### config.mk
export PLATFORM = sky130hd
export DESIGN_NAME = pad_in_conditioner
export DESIGN_NICKNAME = d
export VERILOG_FILES = /design/src/rtl/pad_in_conditioner.sv
export SDC_FILE = /design/constraint.sdc
export NUM_CORES = 1
export LEC_CHECK = 0
export BUFFER_PORTS_ARGS = -buffer_cell sky130_fd_sc_hd__buf_2
export CORE_UTILIZATION = 56
export CTS_BUF_LIST = sky130_fd_sc_hd__clkbuf_16
export DETAILED_ROUTE_END_ITERATION = 7
export PLACE_DENSITY = 0.82
export RECOVER_POWER = 50
export SLEW_MARGIN = 0
export SYNTH_ARGS = -nofsm -noshare
export SYNTH_HDL_FRONTEND = slang
export SYNTH_SLANG_ARGS = --single-unit
### constraint.sdc
create_clock -name clk -period 3.8 [get_ports clk]
set_clock_uncertainty 0.05 [all_clocks]
set_input_delay 0.19 -clock clk [delete_from_list [all_inputs] [get_ports clk]]
set_output_delay 0.19 -clock clk [all_outputs]
set_load 0.01 [all_outputs]
### src/rtl/pad_in_conditioner.sv
// Conditions pad-side async inputs: core reset stretch/release, fetch enable sync and gating,
// UART line synchronisers. Optional fetch enable debounce filter under DEBOUNCE_FETCH_EN.
module pad_in_conditioner #(
  parameter int unsigned             SYNC_STAGES     = 2,
  parameter int unsigned             RST_HOLD_CYCLES = 16,
  parameter int unsigned             DEBOUNCE_CYCLES = 8,
  parameter int unsigned             N_ASYNC         = 3,
  parameter logic [N_ASYNC-1:0]      ASYNC_RST_VAL   = {N_ASYNC{1'b1}}
) (
  input  logic               clk,
  input  logic               rst_n,
  input  logic               fetch_enable_pad_i,
  input  logic [N_ASYNC-1:0] async_pad_i,
  output logic               core_rst_n_o,
  output logic               fetch_enable_o,
  output logic [N_ASYNC-1:0] async_sync_o,
  output logic [1:0]         state_o
);

  typedef enum logic [1:0] {
    StHold = 2'd0,
    StIdle = 2'd1,
    StRun  = 2'd2
  } state_e;

  localparam logic [7:0] HoldLast = 8'(RST_HOLD_CYCLES - 1);

  logic [SYNC_STAGES-1:0] rst_sync_d, rst_sync_q;
  logic [SYNC_STAGES-1:0] fe_sync_d, fe_sync_q;
  logic [N_ASYNC-1:0]     async_sync_d [SYNC_STAGES];
  logic [N_ASYNC-1:0]     async_sync_q [SYNC_STAGES];
  logic [7:0]             hold_cnt_d, hold_cnt_q;
  state_e                 state_d, state_q;
  logic                   core_rst_n_d, core_rst_n_q;
  logic                   fetch_enable_d, fetch_enable_q;
  logic                   rst_rel;
  logic                   fe_s;
  logic                   fe_f;

  assign rst_rel = rst_sync_q[SYNC_STAGES-1];
  assign fe_s    = fe_sync_q[SYNC_STAGES-1];

  always_comb begin
    rst_sync_d = {rst_sync_q[SYNC_STAGES-2:0], 1'b1};
    fe_sync_d  = {fe_sync_q[SYNC_STAGES-2:0], fetch_enable_pad_i};
    async_sync_d[0] = async_pad_i;
    for (int i = 1; i < SYNC_STAGES; i++) begin
      async_sync_d[i] = async_sync_q[i-1];
    end
  end

  always_ff @(posedge clk or negedge rst_n) begin
    if (!rst_n) begin
      rst_sync_q <= '0;
      fe_sync_q  <= '0;
      for (int i = 0; i < SYNC_STAGES; i++) begin
        async_sync_q[i] <= ASYNC_RST_VAL;
      end
    end else begin
      rst_sync_q <= rst_sync_d;
      fe_sync_q  <= fe_sync_d;
      for (int i = 0; i < SYNC_STAGES; i++) begin
        async_sync_q[i] <= async_sync_d[i];
      end
    end
  end

`ifdef DEBOUNCE_FETCH_EN
  logic [7:0] deb_cnt_d, deb_cnt_q;
  logic       fe_f_d, fe_f_q;

  // Any agreement between fe_s and fe_f restarts the stability window.
  always_comb begin
    deb_cnt_d = '0;
    fe_f_d    = fe_f_q;
    if (fe_s != fe_f_q) begin
      if (deb_cnt_q == 8'(DEBOUNCE_CYCLES - 1)) begin
        fe_f_d = fe_s;
      end else begin
        deb_cnt_d = deb_cnt_q + 8'd1;
      end
    end
  end

  always_ff @(posedge clk or negedge rst_n) begin
    if (!rst_n) begin
      deb_cnt_q <= '0;
      fe_f_q    <= 1'b0;
    end else begin
      deb_cnt_q <= deb_cnt_d;
      fe_f_q    <= fe_f_d;
    end
  end

  assign fe_f = fe_f_q;
`else
  assign fe_f = fe_s;
`endif

  always_comb begin
    hold_cnt_d = hold_cnt_q;
    if (state_q == StHold && rst_rel) begin
      hold_cnt_d = hold_cnt_q + 8'd1;
    end
  end

  always_comb begin
    state_d = state_q;
    case (state_q)
      StHold: if (rst_rel && hold_cnt_q == HoldLast) state_d = StIdle;
      StIdle: if (fe_f) state_d = StRun;
      StRun:  if (!fe_f) state_d = StIdle;
      default: state_d = StHold;
    endcase
    // Outputs are registered copies of the next state so they switch on the transition edge.
    core_rst_n_d   = (state_d != StHold);
    fetch_enable_d = (state_d == StRun);
  end

  always_ff @(posedge clk or negedge rst_n) begin
    if (!rst_n) begin
      hold_cnt_q     <= '0;
      state_q        <= StHold;
      core_rst_n_q   <= 1'b0;
      fetch_enable_q <= 1'b0;
    end else begin
      hold_cnt_q     <= hold_cnt_d;
      state_q        <= state_d;
      core_rst_n_q   <= core_rst_n_d;
      fetch_enable_q <= fetch_enable_d;
    end
  end

  assign core_rst_n_o   = core_rst_n_q;
  assign fetch_enable_o = fetch_enable_q;
  assign async_sync_o   = async_sync_q[SYNC_STAGES-1];
  assign state_o        = state_q;

endmodule

==> metrics.txt, run 1 <==
vias per inst=5.10; worst reg-to-reg setup slack=2390 ps; vias in the first global route=459; crit end category=asynchronous set/reset pin; Post-synth EDFFs=0; status=finished, final reports clean; Rows=13; Detail Placement HPWL=741 um; Crit path max-delay family=buffers and inverters; area leader, netlist=dfrtp_1; ant diodes=0; worst-margin pin slew=1130 ps; largest net degree at the start of global routing=23; Synth Warn #=0; synth cell count leaders=dfrtp_1 (16), dfstp_2 (6), nand2_1 (6), xor2_1 (6), nor3_1 (3); DR WL/cell=13.6 um; Initial Utilization=0.615; slowest stage delay, CP=~840 ps; global-route wire length before repair=~2000 um; Overall Power=0.000807 W; Tmin final=1410 ps; Hold Path End=fe_sync_q[1]; final hold vios=0; R2R cell count=3; hold depth=0; Max Fclk=709 MHz; Core Box Area=0.00133 mm2; CTS H-tree lvls=1; worst hold path startpoint=fe_sync_q[0]; GRT Resource Usage Total=0.201; Die H=40.3 um; Worst Hold Class=reg2reg; nets=85; CP Class=in2async; Die ar.=0.00162 mm2; RePlAce Congestion=0.697; # Post-CTS Setup Buffers=0; proportion of netlist area held by the largest area contributor=0.488; startpoint types=input pin; sequential share of the synthesized area=0.680; P&R area growth vs syn=27.0%; Routed Antenna Nets=0; total wire length=1250 um; Synth area leaders=dfrtp_1 (49%), dfstp_2 (19%), xor2_1 (6.4%); Die X=about 40 um; fin area=between 0.001 and 0.0015 mm2; clk_lat worst skew=250 ps; CP Max Fanout=22; worst setup margin=2390 ps; share of layout cells above drive strength 1=0.351; Max-Cap Viols=0; Root Driver=clkbuf_16; #FFs+latches synth=22; Leak Pwr=0.492 nW; RSZ-0062 raised after global routing=no; CTS tree=done; CTS resizes=0; dpl cell area=approximately 890 um2; first-pass detailed-route iteration total=4; port bufs=12; FF-to-FF Start=hold_cnt_q[4]; Remaining DRCs=0; RR Endpoint=state_o[0]; gr ovfl total=0; post-route non-filler standard cell count=92; count leader, synth=dfrtp_1; I/O pin cnt=13; max-slew violation count=0; setup TNS=0 ps; CTS buffer count=3; Worst Path Buf+Inv=2; Initial DRC Count=3; Via Count=roughly 470; pre-CTS setup slack=2420 ps; relative slew slack=0.249; CP required=3950 ps; Async SR Flop Fraction=1.00; Placed Instances=83; Post-Syn Area per Cell=about 14 um2; prevailing post-synth register cell=dfrtp_1; Post-Syn Area=821 um2; # clock sinks=22; maximum clock path buffer count=2; Worst-path clk slew=60 ps; CP cell instances=dlygate4sd3_1 -> clkbuf_1; maximum VDD drop=0.459 mV; CP max stage cell=clkbuf_1; Setup Viol. Count Final=0; Cell variety after synth=20; pwr/cell area=774 mW/mm2; initial antenna violation count=0; Mapped Cells=57; syn_nets=64; Period Utilization, post-route=0.371; Worst Path Arrival=approximately 1600 ps
layer usage:
layer	GRT usage	part of all wire
met3	0.0500	0.027
met2	0.363	0.51
met5	0	0
met1	0.205	0.44
met4	0.125	0.026
stage by stage:
| step | utilization | hold WS (ps) |
|---|---|---|
| final | 0.781 | 305 |
| after global routing | 0.781 | 312 |
| after CTS | 0.782 | 310 |
| after detailed placement | 0.666 | 115 |
| after global placement | 0.666 | 113 |
| after floorplan | - | -156 |
how the worst max path moves through the flow:
stage                              from            end  slack (ps)  depth (start not counted)
final                             rst_n  hold_cnt_q[3]        2390                          2
after global routing              rst_n  hold_cnt_q[0]        2120                          2
after CTS                    state_o[1]  hold_cnt_q[7]        2400                          3
after detailed placement  hold_cnt_q[4]     state_o[0]        2420                          3
after global placement    hold_cnt_q[4]     state_o[0]        2440                          3
after floorplan              state_o[1]  hold_cnt_q[7]        2450                          4
final cells by class:
class,instances,area [um2]
Multi-Input combinational cell,34,251
Timing Repair Buffer,17,109
Tap cell,15,18.8
Sequential cell,22,558
Clock inverter,1,30.0
Clock buffer,3,75.1
Fill cell,88,292
cell usage in the layout, fill, tap and decap left out:
master         instances
and2_1                 2
bufinv_16              1
buf_2                 11
o21a_1                 2
nand3_1                1
mux2_2                 1
or2_1                  1
nor4_2                 2
xor2_1                 6
nor4_4                 1
dlygate4sd3_1          5
dfstp_2                6
nor2_1                 2
nor3_1                 3
nand4_1                1
clkbuf_1               1
conb_1                 1
dfrtp_1               16
nand2_1                6
or4_4                  1
nand2_2                1
ha_1                   1
xnor2_1                2
clkbuf_16              3
repair_timing:
action | in CTS | in global routing
hold endpoints to repair | 20 | 0
endpoints found under the setup margin | 0 | 0
hold buffers | 5 | 0
state kept, by name, indices dropped and copies added (netlist names):
name,count
async_sync_d,3
async_sync_o,3
core_rst_n_o,1
fe_sync_q,2
fetch_enable_o,1
hold_cnt_q,8
rst_sync_q,2
state_o,2
cell families (layout without fill, tap and decap cells):
kind of cell    after synthesis  in the layout  synth area share
compound gates                2              2            0.0183
flops                        22             22             0.680
xor+xnor                      8              8            0.0854
buf+inv                       1             21            0.0137
mux                           1              1            0.0137
fa+ha+maj                     1              1            0.0152
simple gates                 21             21             0.169
other cells                   1              1           0.00457
power breakdown:
| group | internal, W | leakage [nW] | switching, W |
|---|---|---|---|
| logic | 0.0000844 | 0.177 | 0.0000970 |
| registers | 0.000291 | 0.264 | 0.0000460 |
| clock network | 0.000209 | 0.0511 | 0.0000797 |
No activity file was read; power rests on OpenSTA's default activity.
==> run 2, diff against run 1 <==
--- a/config.mk
+++ b/config.mk
@@ -5,11 +5,12 @@
 export SDC_FILE = /design/constraint.sdc
 export NUM_CORES = 1
 export LEC_CHECK = 0
+export ABC_AREA = 1
 export BUFFER_PORTS_ARGS = -buffer_cell sky130_fd_sc_hd__buf_2
-export CORE_UTILIZATION = 56
+export CORE_UTILIZATION = 47
 export CTS_BUF_LIST = sky130_fd_sc_hd__clkbuf_16
 export DETAILED_ROUTE_END_ITERATION = 7
-export PLACE_DENSITY = 0.82
+export PLACE_DENSITY = 0.74
 export RECOVER_POWER = 50
 export SLEW_MARGIN = 0
 export SYNTH_ARGS = -nofsm -noshare
==> constraint.sdc (replaced) <==
create_clock -name clk -period 1.2 [get_ports clk]
set_clock_uncertainty 0.05 [all_clocks]
set_input_delay 0.06 -clock clk [delete_from_list [all_inputs] [get_ports clk]]
set_output_delay 0.06 -clock clk [all_outputs]
set_load 0.01 [all_outputs]
==> metrics.txt, run 2 <==
Detail Placement HPWL=942 um (+27%); max-slew violation count=0 (unchanged); CP required=1340 ps (-2610 ps); # clock sinks=22 (unchanged); Die H=43.8 um (+8.8%); Synth Warn #=0 (unchanged); area leader, netlist=dfrtp_1; vias per inst=5.14 (+0.83%); Mapped Cells=70 (+23%); GRT Resource Usage Total=0.189 (-0.0122); Worst Path Arrival=1320 ps (-240 ps); CP Max Fanout=3 (-86%); Overall Power=0.00258 W (+220%); Root Driver=clkbuf_16; proportion of netlist area held by the largest area contributor=0.487 (-0.000742); initial antenna violation count=0 (unchanged); I/O pin cnt=13 (unchanged); Post-Syn Area per Cell=11.7 um2 (-18%); Remaining DRCs=0 (unchanged); final hold vios=0 (unchanged); DR WL/cell=13.2 um (-3.1%); CTS buffer count=3 (unchanged); max reg flops=8 (unchanged); maximum clock path buffer count=2 (unchanged); met3 Usage GRT=0.0500 (unchanged); Async SR Flop Fraction=1.00 (unchanged); Flop pwr share=0.417 (about the same); port bufs=12 (unchanged); cell-internal power=0.00178 W (+200%); worst-margin pin slew=519 ps (-607 ps); CP cell instances=nor2_4 -> buf_4 -> or2_2 -> nand2_1 -> nand2_1 -> nand2_1; Die X=43.8 um (+8.8%); Placed Instances=101 (+22%); Worst Hold Class=in2async; vias in the first global route=584 (+27%); Largest Register=hold_cnt_q; Post-synth EDFFs=0 (unchanged); Initial Utilization=0.521 (-0.0940); nets=106 (+25%); Routed Antenna Nets=0 (unchanged); CTS tree=done; pwr/cell area=2330 mW/mm2 (+200%); Initial DRC Count=7 (+4); Worst-path clk slew=50 ps (about the same); Setup Viol. Count Final=0 (unchanged); startpoint types=flop; Critical Path Most Common Cell=nand2_1; Clk pwr share=0.267 (-0.091); worst setup margin=19.4 ps (-2370 ps); RSZ-0062 raised after global routing=yes; ant diodes=0 (unchanged); CP max stage cell=dfrtp_1; met2 Use GR=0.322 (-0.0405); maximum VDD drop=1.36 mV (+200%); total wire length=1500 um (+20%); CP Class=reg2reg; relative slew slack=0.654 (+0.405); status=finished, final reports clean; gr ovfl total=0 (unchanged); Core Util, Final=0.701 (-0.0806); Period Utilization, post-route=0.984; Synth area leaders=dfrtp_1 (49%), dfstp_2 (19%), nand2_1 (7.3%); Max-Cap Viols=0 (unchanged); syn_nets=77 (+20%); #FFs+latches synth=22 (unchanged); commonest non-fill, non-tap cells in the layout=nand2_1 (15), dfrtp_1 (15), buf_2 (11); prevailing post-synth register cell=dfrtp_1; RePlAce Congestion=0.800 (+15%); largest net degree at the start of global routing=23 (unchanged); Via Count=586 (+25%); Crit path max-delay family=simple AND/OR/NAND/NOR gates; CTS H-tree lvls=1 (unchanged); post-route non-filler standard cell count=114 (+24%); first-pass detailed-route iteration total=4 (unchanged); Rows=14 (+1); Die ar.=0.00192 mm2 (+18%); Leak Pwr=0.576 nW (+17%); Cell variety after synth=17 (-15%); sequential share of the synthesized area=0.679 (-0.00103); clk_lat worst skew=250 ps (about the same); crit end category=flop; Max Fclk=847 MHz; Core Box Area=0.00158 mm2 (+18%); Sw Ratio=0.311 (+0.0346); slowest stage delay, CP=410 ps (-430 ps); Post-Syn Area=822 um2 (+0.15%); share of layout cells above drive strength 1=0.408 (+0.0575); global-route wire length before repair=2520 um (+27%); Tmin final=1180 ps; NetSw=0.000800 W (+260%); gr busiest metal=met2; P&R area growth vs syn=34.4%; met1 usage=0.218 (+0.0134); Comb pwr share=0.317 (+0.092); Worst Path Buf+Inv=1 (-1); pre-CTS setup slack=11.8 ps (-2410 ps); synth cell count leaders=dfrtp_1 (16), nand2_1 (16), inv_1 (8), nand3_1 (7), dfstp_2 (6)
run 2: area by class of cell:
| class | count | area (um2) |
|---|---|---|
| tap | 16 | 20.0 |
| clock inverter | 1 | 3.75 |
| clock buffer | 3 | 75.1 |
| multi-input combinational | 40 | 254 |
| fill | 103 | 472 |
| sequential | 22 | 559 |
| inverter | 8 | 30.0 |
| timing repair buffer | 24 | 163 |
run 2: through the flow:
stage | hold WS (ps) | setup TNS, ps | instance area [um2]
2_1_floorplan | -286 | 0 | 822
3_3_place_gp | -13.5 | 0 | 925
3_5_place_dp | -10.1 | 0 | 925
4_1_cts | 261 | 0 | 1070
5_1_grt | 305 | -167 | 1100
6_report | 267 | 0 | 1100
run 2: cell families (layout without fill, tap and decap cells):
logic type / after synthesis / in the layout / synth area share
simple gates: 34 / 34 / 0.222
flops: 22 / 22 / 0.679
buf+inv: 8 / 36 / 0.0365
xor+xnor: 4 / 4 / 0.0426
fa+ha+maj: 1 / 1 / 0.0152
other cells: 1 / 1 / 0.00456
run 2: worst paths after layout:
kind | start | end | slack, ps | cells after the start
worst max-delay path | state_o[0] | core_rst_n_o | 20 | 6
worst min-delay path | rst_n | hold_cnt_q[3] | 270 | 2
worst max register to register | state_o[0] | core_rst_n_o | 20 | 6
worst min register to register | fe_sync_q[0] | fe_sync_q[1] | 300 | 0
max in group asynchronous | rst_n | hold_cnt_q[4] | 460 | 2
min in group clk | fe_sync_q[0] | fe_sync_q[1] | 300 | 0
run 2: layer usage:
layer	wire length (um)	part of all wire
met5	0	0
met3	47	0.031
met2	805	0.54
met1	616	0.41
met4	31	0.021
run 2: power by group through the flow:
| stage | clock, W | sequential [W] | combinational (W) |
|---|---|---|---|
| 4_1_cts | 0.000707 | 0.00106 | 0.000734 |
| 2_1_floorplan | 0 | 0.00109 | 0.000383 |
| 6_report | 0.000687 | 0.00107 | 0.000815 |
| 3_3_place_gp | 0 | 0.00106 | 0.000639 |
| 3_5_place_dp | 0 | 0.00108 | 0.000654 |
| 5_1_grt | 0.000726 | 0.00109 | 0.000900 |
run 2: timing repair:
action                                  4_1_cts  5_1_grt
endpoints found under the setup margin        1        6
hold buffers                                  5        0
pin swaps                                     2        3
hold endpoints to repair                     20        0
cloned                                        0        0
resized for setup                             0        6
buffers inserted                              2        2
==> run 3, diff against run 2 <==
--- a/config.mk
+++ b/config.mk
@@ -7,10 +7,10 @@
 export LEC_CHECK = 0
 export ABC_AREA = 1
 export BUFFER_PORTS_ARGS = -buffer_cell sky130_fd_sc_hd__buf_2
-export CORE_UTILIZATION = 47
-export CTS_BUF_LIST = sky130_fd_sc_hd__clkbuf_16
+export CORE_UTILIZATION = 51
+export CTS_BUF_LIST = sky130_fd_sc_hd__clkbuf_4
 export DETAILED_ROUTE_END_ITERATION = 7
-export PLACE_DENSITY = 0.74
+export PLACE_DENSITY = 0.79
 export RECOVER_POWER = 50
 export SLEW_MARGIN = 0
 export SYNTH_ARGS = -nofsm -noshare
==> metrics.txt, run 3 (synthesized netlist as in run 2, its figures left out) <==
Period Utilization, post-route=1.02 (+0.0369); CTS tree=done; final hold vios=0 (unchanged); FF/Latch Area=558 um2 (-0.22%); status=finished with violations; Tmin final=1220 ps (+44.3 ps); vias per inst=5.10 (-0.70%); CP startpoint=state_o[0]; worst-margin pin slew=511 ps (-8.26 ps); Worst Hold Class=in2async; nets=107 (+0.94%); Routed Antenna Nets=0 (unchanged); worst setup margin=-24.9 ps (-44.3 ps); Die X=42.1 um (-3.8%); CP max stage cell=dfrtp_1; Worst-path clk slew=120 ps (+70 ps); Critical Path Most Common Cell=nor2_4; crit end category=flop; max-slew violation count=0 (unchanged); Root Driver=clkbuf_4; NetSw=0.000788 W (-1.5%); vias in the first global route=566 (-3.1%); Worst Path Arrival=1440 ps (+120 ps); DR WL/cell=13.2 um (+0.32%); CP cell instances=nor2_4 -> nand2_4 -> nor2_4 -> buf_4 -> nand3b_1 -> nand2_1; Core Box Area=0.00151 mm2 (-4.4%); first-pass detailed-route iteration total=4 (unchanged); relative slew slack=0.660 (+0.00551); startpoint types=flop; Setup Viol. Count Final=3 (+3); port bufs=12 (unchanged); cell-internal power=0.00165 W (-7.0%); RePlAce Congestion=0.806 (+0.69%); global-route wire length before repair=2350 um (-6.6%); I/O pin cnt=13 (unchanged); Initial Utilization=0.546 (+0.0243); Remaining DRCs=0 (unchanged); Largest Register=hold_cnt_q; ant diodes=0 (unchanged); pre-CTS setup slack=21.9 ps (+10.1 ps); Clk pwr share=0.229 (-0.038); GRT Resource Usage Total=0.186 (-0.00271); total wire length=1520 um (+1.2%); maximum VDD drop=1.46 mV (+7.0%); Layout fillers=106 (+2.9%); CP Max Fanout=5 (+2); Detail Placement HPWL=969 um (+2.8%); FF-to-FF Start=state_o[0]; Leak Pwr=0.573 nW (-0.49%); maximum clock path buffer count=2 (unchanged); commonest non-fill, non-tap cell in the layout=dfrtp_1; CTS H-tree lvls=1 (unchanged); RSZ-0062 raised after global routing=yes; Flop pwr share=0.425 (+0.008); Max Fclk=816 MHz (-3.6%); CP required=1410 ps (+70 ps); share of layout cells above drive strength 1=0.394 (-0.0142); Initial DRC Count=7 (unchanged); Die H=42.1 um (-3.8%); commonest non-fill, non-tap cells in the layout=dfrtp_1 (16), nand2_1 (15), buf_2 (11); failing checks=negative setup slack; CTS buffer count=3 (unchanged); Die ar.=0.00178 mm2 (-7.5%); slowest stage delay, CP=440 ps (+30 ps); Sw Ratio=0.323 (+0.0125); P&R area growth vs syn=30.7%; area of the multi-input gates=244 um2 (-3.9%); initial antenna violation count=0 (unchanged); Max-Cap Viols=0 (unchanged); gr ovfl total=0 (unchanged); final hold slack=188 ps (-79.3 ps); Via Count=587 (+0.17%); max reg flops=8 (unchanged); CP Class=reg2reg; Comb pwr share=0.345 (+0.028); # clock sinks=22 (unchanged); pwr/cell area=2270 mW/mm2 (-2.6%); largest net degree at the start of global routing=23 (unchanged); clk_lat worst skew=310 ps (+60 ps); Rows=14 (unchanged)
## run 3: changes by cell type in the layout (fill, tap and decap cells not counted), moves of 2 or more
cell	change
nand3_2	-2
clkbuf_16	-3
nand3_1	+2
clkbuf_4	+3
## run 3: metal layers
metal | share of wire | track usage | vias up
met5 | 0 | 0 | -
met2 | 0.53 | 0.322 | 20
met4 | 0.029 | 0.100 | 0
met3 | 0.035 | 0.0388 | 6
li1 | - | - | 271
met1 | 0.41 | 0.217 | 290
## run 3: power groups by stage
stage	sequential, W	combinational [W]	clock, W
2_1_floorplan	0.00109	0.000383	0
3_3_place_gp	0.00105	0.000699	0
3_5_place_dp	0.00105	0.000740	0
4_1_cts	0.00104	0.000785	0.000563
5_1_grt	0.00106	0.000928	0.000584
6_report	0.00104	0.000842	0.000559
## run 3: critical path: cells and delay by family (launching register included)
| kind | cells | cell delay, ps |
|---|---|---|
| buffers and inverters | 1 | 130 |
| flip-flops | 1 | 440 |
| AND/OR/NAND/NOR | 5 | 560 |
## run 3: path summary, 6_finish.rpt
| kind | endpoint | slack, ps | cells after the start |
|---|---|---|---|
| max | hold_cnt_q[5] | -20 | 6 |
| min reg2reg | async_sync_o[0] | 310 | 0 |
| min in group clk | async_sync_o[0] | 310 | 0 |
| max in group asynchronous | async_sync_o[0] | 550 | 2 |
| min | rst_sync_q[0] | 190 | 2 |
| max reg2reg | hold_cnt_q[5] | -20 | 6 |
## run 3: through the flow
stage	cell area [um2]	power [W]	utilization	instances	TNS, ps
finish	1070	0.00244	0.713	115	-40.3
global route	1070	0.00257	0.713	115	-382
CTS	1050	0.00239	0.697	113	0
detailed placement	940	0.00179	0.624	103	0
global placement	940	0.00175	0.624	103	0
floorplan	822	0.00148	-	70	0
## run 3: area by class of cell
class	count	share of cell area
clock buffers	3	0.0210
clock inverters	1	0.0279
inverters	8	0.0279
multi-input cells	40	0.227
flip-flops and latches	22	0.519
well taps	16	0.0186
repair buffers	25	0.158
## run 3: what timing repair did
item	CTS	global route
endpoints found under the hold margin	26	0
gates cloned	0	0
pin swaps	1	2
setup buffers	1	2
setup endpoints to repair	1	4
hold buffers	5	0
gates resized for setup	0	3
